File: config.mk
export PLATFORM = sky130hd
export DESIGN_NAME = pipeline_stage_reg
export DESIGN_NICKNAME = d
export VERILOG_FILES = /design/src/rtl/pipeline_stage_reg.sv
export SDC_FILE = /design/constraint.sdc
export NUM_CORES = 1
export LEC_CHECK = 0
export CAP_MARGIN = 20
export CORE_UTILIZATION = 40
export CTS_BUF_LIST = sky130_fd_sc_hd__clkbuf_2 sky130_fd_sc_hd__clkbuf_4 sky130_fd_sc_hd__clkbuf_8
export DETAILED_ROUTE_END_ITERATION = 8
export GPL_TIMING_DRIVEN = 0
export PLACE_DENSITY_LB_ADDON = 0.15
export REMOVE_ABC_BUFFERS = 1
export SLEW_MARGIN = 20
export SYNTH_ARGS = -nofsm -noshare
export SYNTH_HDL_FRONTEND = slang
export SYNTH_SLANG_ARGS = --single-unit
export TNS_END_PERCENT = 30
File: constraint.sdc
create_clock -name iClk -period 1.9 [get_ports iClk]
set_input_delay 0.57 -clock iClk [delete_from_list [all_inputs] [get_ports iClk]]
set_output_delay 0.57 -clock iClk [all_outputs]
set_load 0.02 [all_outputs]
File: src/rtl/pipeline_stage_reg.sv
// -----------------------------------------------------------------------------
// pipeline_stage_reg
//
// Reusable register between two pipeline stages. It carries a packed payload
// under valid/ready flow control. It supports a synchronous flush, which
// inserts a bubble, and an optional 2-entry skid buffer. With the skid buffer
// enabled, oReady comes straight from a flop, so there is no combinational
// path from iReady to oReady.
//
// Handshake: a transfer happens on a rising edge where valid && ready are both
// high on that link. The input side fires on iValid && oReady, and the output
// side fires on oValid && iReady. While oValid is high and iReady is low, the
// stage holds oValid and oData unchanged. A producer may drop iValid or change
// iData freely while oReady is low.
//
// Parameters
//   WIDTH    payload width in bits (>= 1)
//   SKID     1: two entries, registered oReady; 0: one entry, combinational oReady
//   RST_VAL  value that oData takes on reset and on flush
//
// Ports
//   iClk        clock, rising edge
//   iRstN       asynchronous active-low reset
//   iFlush      synchronous flush; drops every held entry and the incoming one
//   iValid      upstream payload present on iData
//   oReady      stage can accept this cycle
//   iData       upstream payload
//   oValid      oData holds a valid payload
//   iReady      downstream accepts this cycle
//   oData       payload to the downstream stage
//   oOccupancy  number of entries held (0, 1 or 2)
//   oDbgState   current FSM state (EMPTY=0, BUSY=1, FULL=2) for checkers
// -----------------------------------------------------------------------------
module pipeline_stage_reg #(
    parameter int unsigned      WIDTH   = 32,
    parameter bit               SKID    = 1'b1,
    parameter logic [WIDTH-1:0] RST_VAL = '0
) (
    input  logic             iClk,
    input  logic             iRstN,
    input  logic             iFlush,
    input  logic             iValid,
    output logic             oReady,
    input  logic [WIDTH-1:0] iData,
    output logic             oValid,
    input  logic             iReady,
    output logic [WIDTH-1:0] oData,
    output logic [1:0]       oOccupancy,
    output logic [1:0]       oDbgState
);

    typedef enum logic [1:0] {
        ST_EMPTY = 2'd0,
        ST_BUSY  = 2'd1,
        ST_FULL  = 2'd2
    } state_e;

    state_e           state_q, state_d;
    logic [WIDTH-1:0] main_q,  main_d;   // output register, always the oldest entry
    logic [WIDTH-1:0] skid_q,  skid_d;   // overflow register, used only in FULL
    logic             ready_q, ready_d;  // registered oReady for the skid variant
    logic             in_fire;
    logic             out_fire;

    assign oValid    = (state_q != ST_EMPTY);
    assign oData     = main_q;
    assign oDbgState = state_q;

    // The single-entry variant can accept new data in the same cycle that the
    // current entry leaves. That is why its oReady has to look at iReady.
    assign oReady   = SKID ? ready_q : (!oValid || iReady);
    assign in_fire  = iValid && oReady;
    assign out_fire = oValid && iReady;

    always_comb begin
        state_d = state_q;
        main_d  = main_q;
        skid_d  = skid_q;
        if (iFlush) begin
            state_d = ST_EMPTY;
            main_d  = RST_VAL;
            skid_d  = RST_VAL;
        end else begin
            case (state_q)
                ST_EMPTY: begin
                    if (in_fire) begin
                        state_d = ST_BUSY;
                        main_d  = iData;
                    end
                end
                ST_BUSY: begin
                    if (in_fire && out_fire) begin
                        main_d = iData;
                    end else if (out_fire) begin
                        state_d = ST_EMPTY;
                    end else if (in_fire && SKID) begin
                        // Downstream stalled while upstream still pushed, so
                        // park the new payload behind the one on oData.
                        state_d = ST_FULL;
                        skid_d  = iData;
                    end
                end
                ST_FULL: begin
                    if (out_fire) begin
                        state_d = ST_BUSY;
                        main_d  = skid_q;
                    end
                end
                default: begin
                    state_d = ST_EMPTY;
                end
            endcase
        end
        // Ready for next cycle is derived from the next state, so the flop
        // always agrees with the state register.
        ready_d = (state_d != ST_FULL);
    end

    always_comb begin
        oOccupancy = 2'd0;
        case (state_q)
            ST_EMPTY: oOccupancy = 2'd0;
            ST_BUSY:  oOccupancy = 2'd1;
            ST_FULL:  oOccupancy = 2'd2;
            default:  oOccupancy = 2'd0;
        endcase
    end

    always_ff @(posedge iClk or negedge iRstN) begin
        if (!iRstN) begin
            state_q <= ST_EMPTY;
            main_q  <= RST_VAL;
            skid_q  <= RST_VAL;
            ready_q <= 1'b1;
        end else begin
            state_q <= state_d;
            main_q  <= main_d;
            skid_q  <= skid_d;
            ready_q <= ready_d;
        end
    end

    // A stalled output must not move unless the stage is being flushed.
    stall_stable_a: assert property (@(posedge iClk) disable iff (!iRstN)
        (oValid && !iReady && !iFlush) |=> (oValid && $stable(oData)));

endmodule

==> impl_metrics.env <==
export IMPL_outcome="finished clean"
export IMPL_avgSynthCellArea_um2=11.3
export IMPL_synth_edf_count=0
export IMPL_cap_violations=0
export IMPL_p_sw_uw=970
export IMPL_yosysTopAreaCell="dfrtp_1"
export IMPL_rows=31
export IMPL_final_area_um2=4450
export IMPL_worstMarginPinSlew_ps=510
export IMPL_setup_tns_ps=0
export IMPL_finalCritPeriodShare_pct=99.6
export IMPL_clkTransAtPathRegs_ps=70
export IMPL_drive_gt1_share_pct=22.3
export IMPL_yosys_top_cells_area="dfrtp_1, a311oi_2, a22o_1"
export IMPL_n_antenna_cell=0
export IMPL_worstSetupPathType="reg -> out"
export IMPL_powerDensity_nw_per_um2=780
export IMPL_ir_drop_mv=0.452
export IMPL_finalClockSkew_ps=6.83
export IMPL_drc_errors=0
export IMPL_die_w_um=89.1
export IMPL_htreeDepth=3
export IMPL_critPathBufInv=3
export IMPL_clock_sinks=67
export IMPL_ys_seq_elements=67
export IMPL_cts_buffers=9
export IMPL_postPlaceCellArea_um2=4000
export IMPL_io_buffers=74
export IMPL_max_stage_delay_ps=430
export IMPL_synth_cell_types=25
export IMPL_synthTopCellsByCount="dfrtp_1, nand2_1, nor2_1, a22o_1, a311oi_2"
export IMPL_firstDrtPassIters=4
export IMPL_synthFlopType="dfrtp_1"
export IMPL_avgRoutedWirePerCell_um=16.9
export IMPL_setup_violations=0
export IMPL_die_area_um2=7940
export IMPL_grt_max_degree=41
export IMPL_wl_um=7730
export IMPL_dpl_hpwl_um=4660
export IMPL_clkPwrFrac_pct=31.4
export IMPL_leakage_nw=2.34
export IMPL_clk_latency_ps=330
export IMPL_total_power_mw=3.47
export IMPL_core_region_area_um2=7290
export IMPL_hold_path_class="in -> async"
export IMPL_syn2layout_area_growth_pct=46.6
export IMPL_crit_family="flip-flops"
export IMPL_start_kind="flip-flop"
export IMPL_synthMostInstantiatedCell="dfrtp_1"
export IMPL_path_cells="nand2b_4, buf_16, clkinv_16, buf_8"
export IMPL_finalMaxSlewViolations=0
export IMPL_grt_overflow=0
export IMPL_worstPathArrival_ps=1320
export IMPL_pwr_share_seq_pct=45.2
export IMPL_antenna_found_initial=0
export IMPL_intPower_mw=2.50
export IMPL_cts_tree="built"
export IMPL_layout_nets=390
export IMPL_yosys_area_top_type_share_pct=54.4
export IMPL_clockBufferDepth=2
export IMPL_routed_via_density=5.26
export IMPL_fin_crit_ps=1890
export IMPL_end_kind="output port"
export IMPL_vias=2405
export IMPL_worstPathMaxFanout=33
export IMPL_finalHoldViolCount=0
export IMPL_rsz0062_at_grt="yes"
export IMPL_start_util_pct=41.6
export IMPL_synthesis_instances=269
export IMPL_ant_nets=0
export IMPL_track_usage_pct=20.3
export IMPL_timing_fmax_mhz=528
export IMPL_initialDrtViolationCount=144
export IMPL_gp_congestion=0.672
export IMPL_io_pins=75
export IMPL_worstPathRequired_ps=1330
export IMPL_synth_warnings=0
export IMPL_seq_area_frac_synth_pct=55.3
export IMPL_synthArstFlopShare_pct=100
export IMPL_grt_first_pass_wirelength_um=11800
export IMPL_syn_area_um2=3040
export IMPL_hold_slack_ps=145
export IMPL_grt_pass1_vias=2327
export IMPL_die_h_um=89.1
export IMPL_switching_share_pct=27.9
export IMPL_slew_limit_headroom_pct=65.9
export IMPL_power_share_combinational_pct=23.4
export IMPL_cts_root_buf="clkbuf_8"
export IMPL_crit_slowest_cell="dfrtp_2"
## placed cells by master (no fill, tap or decap), types with 2 or more instances in the layout
cell type and instances:
a311oi_2 28, clkdlybuf4s50_1 33, dlygate4sd2_1 7, buf_12 3
nand2_1 64, clkinv_2 2, a22o_1 32, nand3b_1 2
buf_16 7, clkbuf_4 3, clkbuf_8 11, a311oi_1 4
dlymetal6s2s_1 29, buf_4 11, nor2_1 33, dfrtp_1 64
buf_6 3, dfrtp_2 2, nand4b_1 2
## power by group through the flow
stage / sequential, mW / combinational [mW] / clock, mW
3_3_place_gp: 1.60 / 0.700 / 0
5_1_grt: 1.58 / 0.875 / 1.20
4_1_cts: 1.57 / 0.814 / 1.13
3_5_place_dp: 1.60 / 0.776 / 0
6_report: 1.57 / 0.813 / 1.09
2_1_floorplan: 1.69 / 0.263 / 0
## layout make-up
class	instances	area, µm²
multi-input cells	177	1250
flip-flops and latches	67	1680
well taps	99	124
inverters	2	33.8
clock buffers	14	174
fillers	617	2840
clock inverters	2	10.0
repair buffers	96	1180
## metal layers
layer / part of all wire (%) / vias to the layer above / track usage [%]
met4: 0.96 / 0 / 5.77
met3: 6.1 / 7 / 7.11
li1: - / 1135 / -
met5: 0 / - / 0
met1: 44 / 1180 / 25.7
met2: 49 / 83 / 33.1
## final timing paths
| path | start | end | slack [ps] | depth (start not counted) |
|---|---|---|---|---|
| setup / recovery | oDbgState[0] | oOccupancy[1] | 7 | 4 |
| hold / removal | iRstN | oData[6] | 150 | 1 |
| setup reg to reg | oDbgState[1] | oData[7] | 20 | 8 |
| hold reg to reg | skid_q[4] | skid_q[4] | 510 | 1 |
| max in group asynchronous | iRstN | oReady | 1150 | 2 |
| min in group iClk | skid_q[4] | skid_q[4] | 510 | 1 |
## per-stage QoR
| stage | setup slack, ps | util [%] | instances |
|---|---|---|---|
| 6_report | 6.87 | 61.1 | 457 |
| 3_5_place_dp | -1020 | 54.8 | 427 |
| 5_1_grt | -72.4 | 61.1 | 457 |
| 2_1_floorplan | -517 | - | 246 |
| 3_3_place_gp | -2870 | 51.8 | 419 |
| 4_1_cts | -148 | 58.7 | 450 |
## cells by family after synthesis
kind of cell,Yosys count,share of synthesized area (%)
flops,67,55.3
buf+inv,25,4.37
simple gates,108,14.5
compound gates,69,25.9
## sequential cells by signal (all words and copies together) (netlist names)
signal     count
oReady         1
oData         32
skid_q        32
oDbgState      2
## what timing repair did
action,4_1_cts,5_1_grt
setup buffers,6,7
gates resized for setup,29,35
cloned,1,0
hold buffers,0,0
setup endpoints to repair,72,58
pin swaps,1,4
No activity file was read; power rests on OpenSTA's default activity.
